<file path="src/rtl/fb_triple_sched_if.sv">
// rtl/fb_triple_sched_if.sv - frame-start, DMA handshake and buffer-select bundle
// The slave side is the scheduler, and the master side is the DMA and frame-sync environment.
interface fb_triple_sched_if #(
  parameter int unsigned ADDR_W = 32
);
  logic              en_i;
  logic              fs_wr_i;
  logic              fs_rd_i;
  logic              wr_done_i;
  logic              rd_done_i;
  logic              wr_start_o;
  logic              wr_abort_o;
  logic [1:0]        wr_buf_o;
  logic [ADDR_W-1:0] wr_addr_o;
  logic              rd_start_o;
  logic [1:0]        rd_buf_o;
  logic [ADDR_W-1:0] rd_addr_o;
  logic              rd_new_o;
  logic [7:0]        drop_cnt_o;
  logic [7:0]        skip_cnt_o;

  modport master (
    output en_i, fs_wr_i, fs_rd_i, wr_done_i, rd_done_i,
    input  wr_start_o, wr_abort_o, wr_buf_o, wr_addr_o,
    input  rd_start_o, rd_buf_o, rd_addr_o, rd_new_o, drop_cnt_o, skip_cnt_o
  );

  modport slave (
    input  en_i, fs_wr_i, fs_rd_i, wr_done_i, rd_done_i,
    output wr_start_o, wr_abort_o, wr_buf_o, wr_addr_o,
    output rd_start_o, rd_buf_o, rd_addr_o, rd_new_o, drop_cnt_o, skip_cnt_o
  );
endinterface

</file>
<file path="src/rtl/fb_triple_sched.sv">
// rtl/fb_triple_sched.sv - triple-buffer frame scheduler for the write and read DMA engines
// The writer never targets the buffer being read, and the reader always takes the newest completed frame.
module fb_triple_sched #(
  parameter int unsigned       ADDR_W      = 32,
  parameter logic [ADDR_W-1:0] BASE_ADDR   = 32'h0000_0000,
  parameter logic [ADDR_W-1:0] FRAME_BYTES = 32'h0020_0000,
  parameter int unsigned       TO_W        = 24,
  parameter logic [TO_W-1:0]   TO_CYCLES   = 24'hFF_FFFF
) (
  input logic              clk_i,
  input logic              rst_i,
  fb_triple_sched_if.slave bus
);

  typedef enum logic [1:0] {W_IDLE, W_ARM, W_BUSY} w_state_t;
  typedef enum logic {R_IDLE, R_BUSY} r_state_t;

  localparam logic [TO_W-1:0] TO_ONE  = {{(TO_W-1){1'b0}}, 1'b1};
  localparam logic [TO_W-1:0] TO_LAST = TO_CYCLES - TO_ONE;

  w_state_t          w_state;
  r_state_t          r_state;
  logic [1:0]        wr_buf, rd_buf, last_done;
  logic              done_valid;
  logic [ADDR_W-1:0] wr_addr, rd_addr;
  logic [TO_W-1:0]   wdog;
  logic              wr_start, wr_abort, rd_start, rd_new, reissue;
  logic [7:0]        drop_cnt, skip_cnt;

  logic       done_now, dv_n, rd_free, rd_take, wr_go, overrun, timeout;
  logic [1:0] ld_n, rd_buf_n, free_buf;

  function automatic logic [ADDR_W-1:0] base_of(input logic [1:0] n);
    return BASE_ADDR + ADDR_W'(n) * FRAME_BYTES;
  endfunction

  function automatic logic [1:0] pick_free(input logic [1:0] rd, input logic [1:0] ld,
                                           input logic dv);
    logic [1:0] f;
    f = 2'd2;
    for (int i = 2; i >= 0; i--) begin
      if (2'(i) != rd && !(dv && 2'(i) == ld)) f = 2'(i);
    end
    return f;
  endfunction

  // Ordering within a cycle: a write completion is seen first, then the reader choice, then the writer choice.
  always_comb begin
    done_now = (w_state == W_BUSY) && bus.wr_done_i;
    ld_n     = done_now ? wr_buf : last_done;
    dv_n     = done_now || done_valid;
    rd_free  = (r_state == R_IDLE) || bus.rd_done_i;
    rd_take  = bus.fs_rd_i && rd_free && dv_n;
    rd_buf_n = rd_take ? ld_n : rd_buf;
    free_buf = pick_free(rd_buf_n, ld_n, dv_n);
    wr_go    = bus.fs_wr_i && bus.en_i && ((w_state == W_ARM) || done_now);
    overrun  = (w_state == W_BUSY) && !bus.wr_done_i && bus.fs_wr_i;
    timeout  = (w_state == W_BUSY) && !bus.wr_done_i && !bus.fs_wr_i && (wdog == TO_LAST);
  end

  always_ff @(posedge clk_i or posedge rst_i) begin
    if (rst_i) begin
      w_state    <= W_IDLE;
      r_state    <= R_IDLE;
      wr_buf     <= 2'd1;
      rd_buf     <= 2'd0;
      wr_addr    <= base_of(2'd1);
      rd_addr    <= base_of(2'd0);
      last_done  <= 2'd0;
      done_valid <= 1'b0;
      wdog       <= '0;
      wr_start   <= 1'b0;
      wr_abort   <= 1'b0;
      rd_start   <= 1'b0;
      rd_new     <= 1'b0;
      reissue    <= 1'b0;
      drop_cnt   <= 8'd0;
      skip_cnt   <= 8'd0;
    end else begin
      wr_start <= reissue;
      wr_abort <= 1'b0;
      rd_start <= 1'b0;
      reissue  <= 1'b0;

      if (done_now) begin
        last_done  <= wr_buf;
        done_valid <= 1'b1;
      end

      if (rd_take) begin
        rd_buf   <= rd_buf_n;
        rd_addr  <= base_of(rd_buf_n);
        rd_new   <= (rd_buf_n != rd_buf);
        rd_start <= 1'b1;
        r_state  <= R_BUSY;
      end else if (bus.fs_rd_i && !rd_free) begin
        if (skip_cnt != 8'hFF) skip_cnt <= skip_cnt + 8'd1;
      end else if (bus.rd_done_i) begin
        r_state <= R_IDLE;
      end

      if (overrun || timeout) begin
        wr_abort <= 1'b1;
        if (drop_cnt != 8'hFF) drop_cnt <= drop_cnt + 8'd1;
      end

      if (wr_go) begin
        wr_buf   <= free_buf;
        wr_addr  <= base_of(free_buf);
        wr_start <= 1'b1;
        wdog     <= '0;
        w_state  <= W_BUSY;
      end else begin
        case (w_state)
          W_IDLE: if (bus.en_i) w_state <= W_ARM;
          W_ARM:  if (!bus.en_i) w_state <= W_IDLE;
          W_BUSY: begin
            if (done_now || timeout) begin
              w_state <= W_ARM;
            end else if (overrun) begin
              // The aborted frame restarts on the same buffer one cycle after the abort.
              reissue <= 1'b1;
              wdog    <= '0;
            end else begin
              wdog <= wdog + TO_ONE;
            end
          end
          default: w_state <= W_IDLE;
        endcase
      end
    end
  end

  assign bus.wr_start_o = wr_start;
  assign bus.wr_abort_o = wr_abort;
  assign bus.wr_buf_o   = wr_buf;
  assign bus.wr_addr_o  = wr_addr;
  assign bus.rd_start_o = rd_start;
  assign bus.rd_buf_o   = rd_buf;
  assign bus.rd_addr_o  = rd_addr;
  assign bus.rd_new_o   = rd_new;
  assign bus.drop_cnt_o = drop_cnt;
  assign bus.skip_cnt_o = skip_cnt;

endmodule
</file>
<file path="src/flat_wrapper.sv">
// flat-port wrapper written by rule: the top's interface ports become plain ports
module fb_triple_sched_flat 
#(
  parameter int unsigned       ADDR_W      = 32,
  parameter logic [ADDR_W-1:0] BASE_ADDR   = 32'h0000_0000,
  parameter logic [ADDR_W-1:0] FRAME_BYTES = 32'h0020_0000,
  parameter int unsigned       TO_W        = 24,
  parameter logic [TO_W-1:0]   TO_CYCLES   = 24'hFF_FFFF
)
  (clk_i, rst_i, bus_en_i, bus_fs_wr_i, bus_fs_rd_i, bus_wr_done_i, bus_rd_done_i, bus_wr_start_o, bus_wr_abort_o, bus_wr_buf_o, bus_wr_addr_o, bus_rd_start_o, bus_rd_buf_o, bus_rd_addr_o, bus_rd_new_o, bus_drop_cnt_o, bus_skip_cnt_o);
  fb_triple_sched_if #(.ADDR_W(ADDR_W)) bus_i ();
  input logic clk_i;
  input logic rst_i;
  input wire logic [$bits(bus_i.en_i)-1:0] bus_en_i;
  input wire logic [$bits(bus_i.fs_wr_i)-1:0] bus_fs_wr_i;
  input wire logic [$bits(bus_i.fs_rd_i)-1:0] bus_fs_rd_i;
  input wire logic [$bits(bus_i.wr_done_i)-1:0] bus_wr_done_i;
  input wire logic [$bits(bus_i.rd_done_i)-1:0] bus_rd_done_i;
  output wire logic [$bits(bus_i.wr_start_o)-1:0] bus_wr_start_o;
  output wire logic [$bits(bus_i.wr_abort_o)-1:0] bus_wr_abort_o;
  output wire logic [$bits(bus_i.wr_buf_o)-1:0] bus_wr_buf_o;
  output wire logic [$bits(bus_i.wr_addr_o)-1:0] bus_wr_addr_o;
  output wire logic [$bits(bus_i.rd_start_o)-1:0] bus_rd_start_o;
  output wire logic [$bits(bus_i.rd_buf_o)-1:0] bus_rd_buf_o;
  output wire logic [$bits(bus_i.rd_addr_o)-1:0] bus_rd_addr_o;
  output wire logic [$bits(bus_i.rd_new_o)-1:0] bus_rd_new_o;
  output wire logic [$bits(bus_i.drop_cnt_o)-1:0] bus_drop_cnt_o;
  output wire logic [$bits(bus_i.skip_cnt_o)-1:0] bus_skip_cnt_o;
  assign bus_i.en_i = bus_en_i;
  assign bus_i.fs_wr_i = bus_fs_wr_i;
  assign bus_i.fs_rd_i = bus_fs_rd_i;
  assign bus_i.wr_done_i = bus_wr_done_i;
  assign bus_i.rd_done_i = bus_rd_done_i;
  assign bus_wr_start_o = bus_i.wr_start_o;
  assign bus_wr_abort_o = bus_i.wr_abort_o;
  assign bus_wr_buf_o = bus_i.wr_buf_o;
  assign bus_wr_addr_o = bus_i.wr_addr_o;
  assign bus_rd_start_o = bus_i.rd_start_o;
  assign bus_rd_buf_o = bus_i.rd_buf_o;
  assign bus_rd_addr_o = bus_i.rd_addr_o;
  assign bus_rd_new_o = bus_i.rd_new_o;
  assign bus_drop_cnt_o = bus_i.drop_cnt_o;
  assign bus_skip_cnt_o = bus_i.skip_cnt_o;
  fb_triple_sched #(.ADDR_W(ADDR_W), .BASE_ADDR(BASE_ADDR), .FRAME_BYTES(FRAME_BYTES), .TO_W(TO_W), .TO_CYCLES(TO_CYCLES)) u_core (.clk_i(clk_i), .rst_i(rst_i), .bus(bus_i));
endmodule
</file>
<file path="config.mk">
export PLATFORM = sky130hd
export DESIGN_NAME = fb_triple_sched_flat
export DESIGN_NICKNAME = d
export VERILOG_FILES = /design/src/rtl/fb_triple_sched_if.sv /design/src/rtl/fb_triple_sched.sv /design/src/flat_wrapper.sv
export SDC_FILE = /design/constraint.sdc
export NUM_CORES = 1
export LEC_CHECK = 0
export BUFFER_PORTS_ARGS = -buffer_cell sky130_fd_sc_hd__buf_2
export CORE_MARGIN = 4
export CORE_UTILIZATION = 30
export CTS_BUF_LIST = sky130_fd_sc_hd__clkbuf_8
export CTS_CLUSTER_DIAMETER = 30
export DETAILED_ROUTE_END_ITERATION = 12
export PLACE_DENSITY = 0.56
export SYNTH_ARGS = -nofsm -noshare
export SYNTH_HDL_FRONTEND = slang
export SYNTH_SLANG_ARGS = --single-unit
export TNS_END_PERCENT = 10
</file>
<file path="constraint.sdc">
create_clock -name clk_i -period 2.6 [get_ports clk_i]
set_input_delay 0.52 -clock clk_i [delete_from_list [all_inputs] [get_ports clk_i]]
set_output_delay 0.52 -clock clk_i [all_outputs]
set_load 0.05 [all_outputs]
</file>
==> results of run 1 <==
[per-layer routing]
layer	global-route usage	vias to the layer above	wire length (um)
met1	0.133	1154	2980
li1	-	1136	-
met2	0.165	68	3100
met5	0	-	0
met4	0.0168	0	16
met3	0.0283	4	378
[synthesized netlist by cell type (2+ instances only)]
cell,number,area share
mux2_1,2,0.0068
nand2_1,24,0.027
nor3_1,3,0.0046
nand4_1,13,0.025
a21oi_1,2,0.0030
a31oi_1,3,0.0057
nand3_1,22,0.033
xnor2_1,10,0.027
dfrtp_1,54,0.41
mux2_2,5,0.017
a22oi_1,8,0.018
and3b_1,2,0.0053
nor2_1,20,0.023
a221o_1,5,0.015
nor3b_1,2,0.0046
buf_4,65,0.15
a22o_1,7,0.019
nand2b_1,5,0.0095
o21ai_0,2,0.0030
buf_2,2,0.0030
and3_1,12,0.023
inv_1,10,0.011
and4_1,5,0.013
xor2_1,10,0.027
mux2i_1,10,0.030
ha_1,4,0.015
clkbuf_1,4,0.0046
nor4_1,2,0.0038
or4_1,2,0.0046
[worst register-to-register path: stages (launching register included)]
cell      delay (ps)
dfrtp_1          420
or4b_1           570
or3_4            410
o21a_4           250
clkinv_2          70
and2_4           140
mux2_1           310
[sequential cells by signal, indices dropped and copies added (netlist names)]
| name | flops |
|---|---|
| u_core.done_valid | 1 |
| u_core.bus.rd_buf_o | 2 |
| u_core.last_done | 2 |
| u_core.bus.rd_start_o | 1 |
| u_core.bus.wr_buf_o | 2 |
| u_core.bus.wr_abort_o | 1 |
| u_core.bus.drop_cnt_o | 8 |
| u_core.r_state | 1 |
| u_core.wdog | 24 |
| u_core.w_state | 2 |
| u_core.bus.skip_cnt_o | 8 |
| u_core.reissue | 1 |
| u_core.bus.rd_new_o | 1 |
| u_core.bus.wr_start_o | 1 |
[worst min path at each step]
stage	slack [ps]	end	cells past startpoint	startpoint
2_1_floorplan	410	u_core.bus.wr_start_o$_DFF_PP0_	1	u_core.reissue$_DFF_PP0_
3_3_place_gp	420	u_core.bus.wr_start_o$_DFF_PP0_	1	u_core.reissue$_DFF_PP0_
3_5_place_dp	410	u_core.bus.wr_start_o$_DFF_PP0_	1	u_core.reissue$_DFF_PP0_
4_1_cts	260	u_core.bus.skip_cnt_o[3]$_DFFE_PP0P_	2	rst_i
5_1_grt	280	u_core.bus.skip_cnt_o[3]$_DFFE_PP0P_	2	rst_i
6_report	240	u_core.bus.skip_cnt_o[3]$_DFFE_PP0P_	2	rst_i
[power breakdown]
part	leakage (nW)	internal (mW)	switching [mW]
combinational	1.00	0.259	0.835
sequential	0.738	0.983	0.127
clock	0.0485	0.194	0.310
[stage by stage]
stage / total power [mW] / cell area, um2 / utilization / std cells
floorplan: 2.11 / 3520 / - / 397
global placement: 2.21 / 3450 / 0.328 / 506
detailed placement: 2.23 / 3450 / 0.328 / 506
CTS: 2.74 / 3540 / 0.337 / 514
global route: 2.87 / 3540 / 0.337 / 514
finish: 2.71 / 3540 / 0.337 / 514
[cells by family after synthesis]
| family | Yosys count |
|---|---|
| buffers and inverters | 84 |
| muxes | 17 |
| DFF | 55 |
| AOI/OAI and AO/OA | 36 |
| other | 1 |
| adders and majority gates | 4 |
| xor gates and xnor gates | 20 |
| and+or+nand+nor | 121 |
[cell type report]
class | count | area, um2 | share of cell area
clock inverter | 3 | 22.5 | 0.00637
timing repair buffer | 45 | 278 | 0.0785
multi-input combinational | 258 | 1570 | 0.445
sequential | 55 | 1380 | 0.389
inverter | 12 | 46.3 | 0.0131
tap | 136 | 170 | 0.0481
clock buffer | 5 | 68.8 | 0.0195
==> flow_metrics.env, run 1 <==
export IMPL_worst_setup_path_type="flip-flop to flip-flop"
export IMPL_syn_to_final_growth_pct=7.37
export IMPL_timing_final_crit_share=0.876
export IMPL_dp_hpwl_um=4700
export IMPL_ys_seq_area_frac=0.418
export IMPL_drt_iter0_markers=172
export IMPL_path_buf_inv=1
export IMPL_worstRegToRegCells=6
export IMPL_synthFlopType="dfrtp_1"
export IMPL_die_area_um2=12700
export IMPL_cpMaxStageDelayCell="or4b_1"
export IMPL_diodes=0
export IMPL_syn_inst=338
export IMPL_drt_wl_total_um=6480
export IMPL_io_pins=95
export IMPL_cts_root_buf="clkbuf_8"
export IMPL_coreArea_um2=10500
export IMPL_tightest_slew_ps=545
export IMPL_crit_path_start_kind="flip-flop"
export IMPL_initial_core_util=0.313
export IMPL_final_nets=388
export IMPL_hp_class="primary input to async pin"
export IMPL_status="finished, final reports clean"
export IMPL_clockBufferDepth=2
export IMPL_rsz0062_at_grt="no"
export IMPL_drc=0
export IMPL_peakVddDrop_mv=0.473
export IMPL_cellPowerDensity_nw_per_um2=766
export IMPL_ctsResizeCount=0
export IMPL_vias=2362
export IMPL_synth_distinct_cells=52
export IMPL_worst_r2r_setup_slack_ps=320
export IMPL_crit_family="simple AND/OR/NAND/NOR gates"
export IMPL_synth_top_family_by_area="simple AND/OR/NAND/NOR gates"
export IMPL_p_leak_nw=1.79
export IMPL_yosys_warnings=0
export IMPL_drive_above_1_share=0.183
export IMPL_fin_skew_ps=5.80
export IMPL_grt_pass1_vias=2237
export IMPL_antenna_found_initial=0
export IMPL_synth_compound_area_frac=0.0866
export IMPL_synth_seq_cells=55
export IMPL_worstPathMaxFanout=6
export IMPL_synth_edf_count=0
export IMPL_htreeDepth=2
export IMPL_fin_hold_ws_ps=237
export IMPL_yosys_area_share_simple=0.198
export IMPL_final_common_cell="conb_1"
export IMPL_relSlewSlack=0.633
export IMPL_end_kind="flip-flop"
export IMPL_fp_dieW_um=113
export IMPL_portBuffers=34
export IMPL_drv_cap=0
export IMPL_max_freq_ghz=0.439
export IMPL_cp_cell_sequence="or4b_1 -> or3_4 -> o21a_4 -> clkinv_2 -> and2_4 -> mux2_1"
export IMPL_n_fill_cell=1072
export IMPL_drt_pass1_iterations=4
export IMPL_clkSlewWorstSetupHoldPaths_ps=110
export IMPL_synth_area_um2=3290
export IMPL_critPathMaxStageDelay_ps=570
export IMPL_setup_violations=0
export IMPL_dieHeight_um=113
export IMPL_cts_tree="yes"
export IMPL_synth_xor_area_frac=0.0532
export IMPL_required_ps=2810
export IMPL_grt_max_degree=33
export IMPL_cts_sinks=55
export IMPL_place_ws_ps=113
export IMPL_routedWlPerCell_um=12.6
export IMPL_yosys_mux_area_fraction=0.0543
export IMPL_clock_latency_ps=320
export IMPL_holdBufCountCts=0
export IMPL_final_cell_mix="conb_1, dfrtp_1, buf_2"
export IMPL_drv_slew=0
export IMPL_hold_viol=0
export IMPL_crit_arrival_ps=2490
export IMPL_setup_ws_ps=322
export IMPL_ant_nets=0
export IMPL_track_usage=0.100
export IMPL_rr_startpoint="u_core.w_state[0]$_DFFE_PP0P_"
export IMPL_vias_per_cell=4.60
export IMPL_avgSynthCellArea_um2=9.75
export IMPL_cts_made_buffers=5
export IMPL_crit_end="u_core.bus.drop_cnt_o[1]$_DFFE_PP0P_"
export IMPL_synth_adder_area_share=0.0152
export IMPL_grt_pass1_wl_um=10800
export IMPL_cts_setup_buffers=0
export IMPL_setup_worst_path_start="u_core.w_state[0]$_DFFE_PP0P_"
export IMPL_cp_depth=6
export IMPL_setup_tns_ps=0
export IMPL_async_reset_ff_frac=1.00
export IMPL_overflow=0
export IMPL_rows=37
export IMPL_gp_congestion=0.764
export IMPL_min_period_ps=2280
export IMPL_regToRegEndpoint="u_core.bus.drop_cnt_o[1]$_DFFE_PP0P_"
No activity file was read; power rests on OpenSTA's default activity.
==> inputs of run 2 (changes only) <==
--- a/config.mk
+++ b/config.mk
@@ -7,11 +7,11 @@
 export LEC_CHECK = 0
 export BUFFER_PORTS_ARGS = -buffer_cell sky130_fd_sc_hd__buf_2
 export CORE_MARGIN = 4
-export CORE_UTILIZATION = 30
+export CORE_UTILIZATION = 35
 export CTS_BUF_LIST = sky130_fd_sc_hd__clkbuf_8
 export CTS_CLUSTER_DIAMETER = 30
 export DETAILED_ROUTE_END_ITERATION = 12
-export PLACE_DENSITY = 0.56
+export PLACE_DENSITY = 0.63
 export SYNTH_ARGS = -nofsm -noshare
 export SYNTH_HDL_FRONTEND = slang
 export SYNTH_SLANG_ARGS = --single-unit
==> flow_metrics.env, run 2 (synthesis results as in run 1) <==
export IMPL_drv_slew=0
export IMPL_cts_sinks=55
export IMPL_grt_pass1_wl_um=10400
export IMPL_grt_max_degree=40
export IMPL_drc=0
export IMPL_final_common_cell="conb_1"
export IMPL_fin_skew_ps=9.95
export IMPL_initial_core_util=0.358
export IMPL_crit_path_start_kind="flip-flop"
export IMPL_max_freq_ghz=0.429
export IMPL_crit_end="u_core.bus.drop_cnt_o[1]$_DFFE_PP0P_"
export IMPL_cts_made_buffers=5
export IMPL_overflow=0
export IMPL_clock_latency_ps=310
export IMPL_path_buf_inv=1
export IMPL_crit_family="simple AND/OR/NAND/NOR gates"
export IMPL_status="finished, final reports clean"
export IMPL_track_usage=0.112
export IMPL_drive_above_1_share=0.178
export IMPL_peakVddDrop_mv=0.424
export IMPL_io_pins=95
export IMPL_ant_nets=0
export IMPL_drt_iter0_markers=120
export IMPL_vias=2337
export IMPL_placed_cell_area_um2=3400
export IMPL_cts_tree="yes"
export IMPL_n_fill_cell=935
export IMPL_drt_wl_total_um=6190
export IMPL_routedWlPerCell_um=12.7
export IMPL_min_period_ps=2330
export IMPL_clkSlewWorstSetupHoldPaths_ps=100
export IMPL_ctsResizeCount=0
export IMPL_fp_dieW_um=105
export IMPL_final_nets=386
export IMPL_cts_root_buf="clkbuf_8"
export IMPL_critPathMaxStageDelay_ps=610
export IMPL_dp_hpwl_um=4590
export IMPL_vias_per_cell=4.80
export IMPL_stdcell_area_um2=3510
export IMPL_antenna_found_initial=0
export IMPL_cellPowerDensity_nw_per_um2=790
export IMPL_portBuffers=34
export IMPL_dieHeight_um=105
export IMPL_worst_setup_path_type="flip-flop to flip-flop"
export IMPL_required_ps=2790
export IMPL_rsz0062_at_grt="no"
export IMPL_place_ws_ps=61.6
export IMPL_drt_pass1_iterations=4
export IMPL_worstRegToRegCells=6
export IMPL_crit_arrival_ps=2530
export IMPL_holdBufCountCts=0
export IMPL_syn_to_final_growth_pct=6.68
export IMPL_worst_r2r_setup_slack_ps=270
export IMPL_drv_cap=0
export IMPL_final_cell_mix="conb_1, dfrtp_1, buf_2"
export IMPL_setup_worst_path_start="u_core.w_state[0]$_DFFE_PP0P_"
export IMPL_clockBufferDepth=2
export IMPL_cts_setup_buffers=0
export IMPL_cp_depth=6
export IMPL_end_kind="flip-flop"
export IMPL_hp_class="primary input to async pin"
export IMPL_coreArea_um2=9200
export IMPL_setup_tns_ps=0
export IMPL_regMostFlops="u_core.wdog"
export IMPL_grt_pass1_vias=2151
export IMPL_hold_viol=0
export IMPL_cpMaxStageDelayCell="or4b_1"
export IMPL_setup_violations=0
export IMPL_rows=35
export IMPL_htreeDepth=2
export IMPL_fin_hold_ws_ps=250
export IMPL_p_leak_nw=1.78
export IMPL_worstPathMaxFanout=6
export IMPL_cp_cell_sequence="or4b_1 -> or3_4 -> o21a_4 -> clkinv_2 -> and2_4 -> mux2_1"
export IMPL_tightest_slew_ps=556
export IMPL_rr_startpoint="u_core.w_state[0]$_DFFE_PP0P_"
export IMPL_die_area_um2=11000
export IMPL_regToRegEndpoint="u_core.bus.drop_cnt_o[1]$_DFFE_PP0P_"
export IMPL_gp_congestion=0.758
export IMPL_largest_register_ffs=24
export IMPL_diodes=0
export IMPL_relSlewSlack=0.629
export IMPL_setup_ws_ps=267
export IMPL_timing_final_crit_share=0.897
## run 2: routing by layer
metal  part of all wire  GRT usage  routed length [um]  vias up
met5                  0          0                   0        -
met4             0.0078     0.0366                  48        0
met3              0.056     0.0216                 348        2
met2               0.47      0.182                2930       68
met1               0.46      0.151                2870     1132
li1                   -          -                   -     1135
## run 2: how the worst min path moves through the flow
stage	slack, ps	depth (start not counted)	end	from
finish	250	2	u_core.wdog[5]$_DFFE_PP0P_	rst_i
CTS	270	2	u_core.bus.skip_cnt_o[5]$_DFFE_PP0P_	rst_i
detailed placement	480	1	u_core.bus.rd_new_o$_DFFE_PP0N_	u_core.bus.rd_new_o$_DFFE_PP0N_
global placement	440	1	u_core.bus.wr_start_o$_DFF_PP0_	u_core.reissue$_DFF_PP0_
floorplan	410	1	u_core.bus.wr_start_o$_DFF_PP0_	u_core.reissue$_DFF_PP0_
global route	290	2	u_core.last_done[1]$_DFF_PP0_	rst_i
## run 2: worst register-to-register path, stage by stage, from the launching register on
cell and delay (ps):
dfrtp_1 420, or4b_1 610, or3_4 420, o21a_4 250, clkinv_2 70, and2_4 150, mux2_1 320
## run 2: stage by stage
step / utilization / cells / total power, mW
2_1_floorplan: - / 397 / 2.11
3_3_place_gp: 0.370 / 479 / 2.20
3_5_place_dp: 0.370 / 479 / 2.23
4_1_cts: 0.382 / 487 / 2.81
5_1_grt: 0.382 / 487 / 2.93
6_report: 0.382 / 487 / 2.78
## run 2: power by group
part           total (mW)  switching, mW  leakage, nW  internal [mW]
clock network       0.574          0.284       0.0548          0.290
logic                1.10          0.836        0.990          0.260
registers            1.11          0.123        0.738          0.983
total                2.78           1.24         1.78           1.53
## run 2: final cells by class
class / instances / area (um2) / share of cell area
Timing Repair Buffer: 43 / 263 / 0.0748
Clock inverter: 3 / 46.3 / 0.0132
Inverter: 12 / 46.3 / 0.0132
Sequential cell: 55 / 1380 / 0.392
Clock buffer: 5 / 68.8 / 0.0196
Tap cell: 111 / 139 / 0.0395
Multi-Input combinational cell: 258 / 1570 / 0.448
==> inputs of run 3 (changes only) <==
--- a/config.mk
+++ b/config.mk
@@ -5,13 +5,14 @@
 export SDC_FILE = /design/constraint.sdc
 export NUM_CORES = 1
 export LEC_CHECK = 0
+export ABC_AREA = 1
 export BUFFER_PORTS_ARGS = -buffer_cell sky130_fd_sc_hd__buf_2
 export CORE_MARGIN = 4
 export CORE_UTILIZATION = 35
 export CTS_BUF_LIST = sky130_fd_sc_hd__clkbuf_8
 export CTS_CLUSTER_DIAMETER = 30
 export DETAILED_ROUTE_END_ITERATION = 12
-export PLACE_DENSITY = 0.63
+export PLACE_DENSITY = 0.62
 export SYNTH_ARGS = -nofsm -noshare
 export SYNTH_HDL_FRONTEND = slang
 export SYNTH_SLANG_ARGS = --single-unit
==> flow_metrics.env, run 3 <==
export IMPL_status="finished, final reports clean"
export IMPL_ant_nets=0
export IMPL_async_reset_ff_frac=1.00
export IMPL_p_switching_mw=1.28
export IMPL_syn_inst=437
export IMPL_vias_per_cell=4.31
export IMPL_combPwrFrac=0.414
export IMPL_cts_sinks=55
export IMPL_cts_setup_buffers=0
export IMPL_pwr_share_clk=0.169
export IMPL_synth_area_top_cells="dfrtp_1, buf_4, nand2_1"
export IMPL_vias=2592
export IMPL_syn_to_final_growth_pct=4.43
export IMPL_synth_edf_count=0
export IMPL_peakVddDrop_mv=0.585
export IMPL_die_area_um2=11300
export IMPL_finalNonFillerCells=601
export IMPL_htreeDepth=2
export IMPL_regToRegEndpoint="u_core.wdog[13]$_DFFE_PP0P_"
export IMPL_fp_dieW_um=106
export IMPL_fin_skew_ps=7.45
export IMPL_ys_seq_area_frac=0.406
export IMPL_drv_slew=0
export IMPL_end_kind="flip-flop"
export IMPL_hold_viol=0
export IMPL_grt_pass1_vias=2372
export IMPL_synth_top_area_cell="dfrtp_1"
export IMPL_io_pins=95
export IMPL_rows=35
export IMPL_crit_arrival_ps=2260
export IMPL_avgSynthCellArea_um2=7.76
export IMPL_synth_seq_cells=55
export IMPL_tightest_slew_ps=727
export IMPL_path_buf_inv=1
export IMPL_worstPathMaxFanout=17
export IMPL_min_period_ps=2010
export IMPL_clock_latency_ps=310
export IMPL_cp_cell_sequence="inv_1 -> ha_1 -> nand2_1 -> nor2_1 -> nand3_1 -> nor2_1 -> nand2_1 -> nand2_2 -> nor2_2 -> o21ai_0 -> nand2_1"
export IMPL_final_cell_mix="nand2_1, conb_1, dfrtp_1"
export IMPL_cts_tree="yes"
export IMPL_crit_path_start_kind="flip-flop"
export IMPL_worst_r2r_setup_slack_ps=590
export IMPL_coreArea_um2=9330
export IMPL_ctsResizeCount=0
export IMPL_drv_cap=0
export IMPL_synthTopCellsByCount="nand2_1, buf_4, dfrtp_1"
export IMPL_cts_root_buf="clkbuf_8"
export IMPL_timing_final_crit_share=0.772
export IMPL_routedWlPerCell_um=10.4
export IMPL_rr_startpoint="u_core.wdog[0]$_DFFE_PP0P_"
export IMPL_portBuffers=34
export IMPL_synth_area_um2=3390
export IMPL_worstRegToRegCells=11
export IMPL_antenna_found_initial=0
export IMPL_drive_above_1_share=0.123
export IMPL_gp_congestion=0.780
export IMPL_fin_util=0.379
export IMPL_relSlewSlack=0.515
export IMPL_required_ps=2850
export IMPL_max_freq_ghz=0.498
export IMPL_crit_top_cell="nand2_1"
export IMPL_dp_hpwl_um=4790
export IMPL_p_leak_nw=1.86
export IMPL_initial_core_util=0.363
export IMPL_regMostFlops="u_core.wdog"
export IMPL_overflow=0
export IMPL_synth_distinct_cells=29
export IMPL_cts_made_buffers=5
export IMPL_drt_iter0_markers=160
export IMPL_diodes=0
export IMPL_internal_power_mw=1.39
export IMPL_cpMaxStageDelayCell="nor2_2"
export IMPL_hp_class="primary input to async pin"
export IMPL_final_nets=482
export IMPL_setup_violations=0
export IMPL_drt_pass1_iterations=4
export IMPL_track_usage=0.115
export IMPL_grt_max_degree=33
export IMPL_synth_top_area_share=0.399
export IMPL_holdBufCountCts=0
export IMPL_yosys_cell_count_top_type="nand2_1"
export IMPL_drc=0
export IMPL_clockBufferDepth=2
export IMPL_rsz0062_at_grt="no"
export IMPL_setup_tns_ps=0
export IMPL_dpl_cell_count=593
export IMPL_final_common_cell="nand2_1"
export IMPL_dieHeight_um=106
export IMPL_clkSlewWorstSetupHoldPaths_ps=90
export IMPL_worst_setup_path_type="flip-flop to flip-flop"
export IMPL_critPathMaxStageDelay_ps=570
export IMPL_largest_register_ffs=24
export IMPL_crit_family="simple AND/OR/NAND/NOR gates"
export IMPL_seqPwrFrac=0.417
export IMPL_switching_share=0.480
export IMPL_grt_pass1_wl_um=10800
export IMPL_cellPowerDensity_nw_per_um2=752
export IMPL_yosys_warnings=0
export IMPL_synthFlopType="dfrtp_1"
export IMPL_drt_wl_total_um=6250
-- run 3: logic make-up (layout without fill, tap and decap cells) --
group,count (synthesis),after routing,synth area share
and+or+nand+nor,202,202,0.257
adders and majority gates,4,4,0.0148
muxes,2,2,0.00664
other,1,60,0.00111
DFF,55,55,0.406
AOI/OAI and AO/OA,37,37,0.0580
xor gates and xnor gates,21,21,0.0543
buffers and inverters,115,91,0.202
-- run 3: area by class of cell --
cell class                 count  area (um2)
tap                          129         161
inverter                      48         180
sequential                    55        1380
clock inverter                 3        12.5
timing repair buffer          35         190
multi-input combinational    326        1550
fill                         981        5790
clock buffer                   5        68.8
-- run 3: power by group through the flow --
stage,clock [mW],sequential (mW),combinational (mW)
floorplan,0,1.44,0.682
global placement,0,1.12,1.10
detailed placement,0,1.13,1.11
CTS,0.472,1.11,1.11
global route,0.501,1.14,1.18
finish,0.450,1.11,1.10
-- run 3: per-layer routing --
layer | routed length [um] | global-route usage
met1 | 2820 | 0.151
met2 | 2990 | 0.192
met3 | 375 | 0.0255
met4 | 58 | 0.0301
met5 | 0 | 0
-- run 3: how the worst max path moves through the flow --
stage	slack, ps	to	start	cells after the start
after floorplan	730	u_core.bus.drop_cnt_o[5]$_DFFE_PP0P_	u_core.bus.drop_cnt_o[0]$_DFFE_PP0P_	7
after CTS	570	u_core.wdog[13]$_DFFE_PP0P_	u_core.wdog[0]$_DFFE_PP0P_	11
after global placement	510	u_core.wdog[13]$_DFFE_PP0P_	bus_fs_wr_i	9
after detailed placement	520	u_core.wdog[13]$_DFFE_PP0P_	bus_fs_wr_i	9
final	590	u_core.wdog[13]$_DFFE_PP0P_	u_core.wdog[0]$_DFFE_PP0P_	11
after global routing	340	u_core.wdog[4]$_DFFE_PP0P_	u_core.wdog[0]$_DFFE_PP0P_	11
-- run 3: stage by stage --
stage / hold WS (ps) / area, um2 / power (mW) / worst slack, ps
global route: 286 / 3540 / 2.82 / 338
floorplan: 413 / 3610 / 2.12 / 726
finish: 242 / 3540 / 2.66 / 593
global placement: 424 / 3460 / 2.22 / 513
CTS: 259 / 3540 / 2.69 / 570
detailed placement: 429 / 3460 / 2.24 / 520
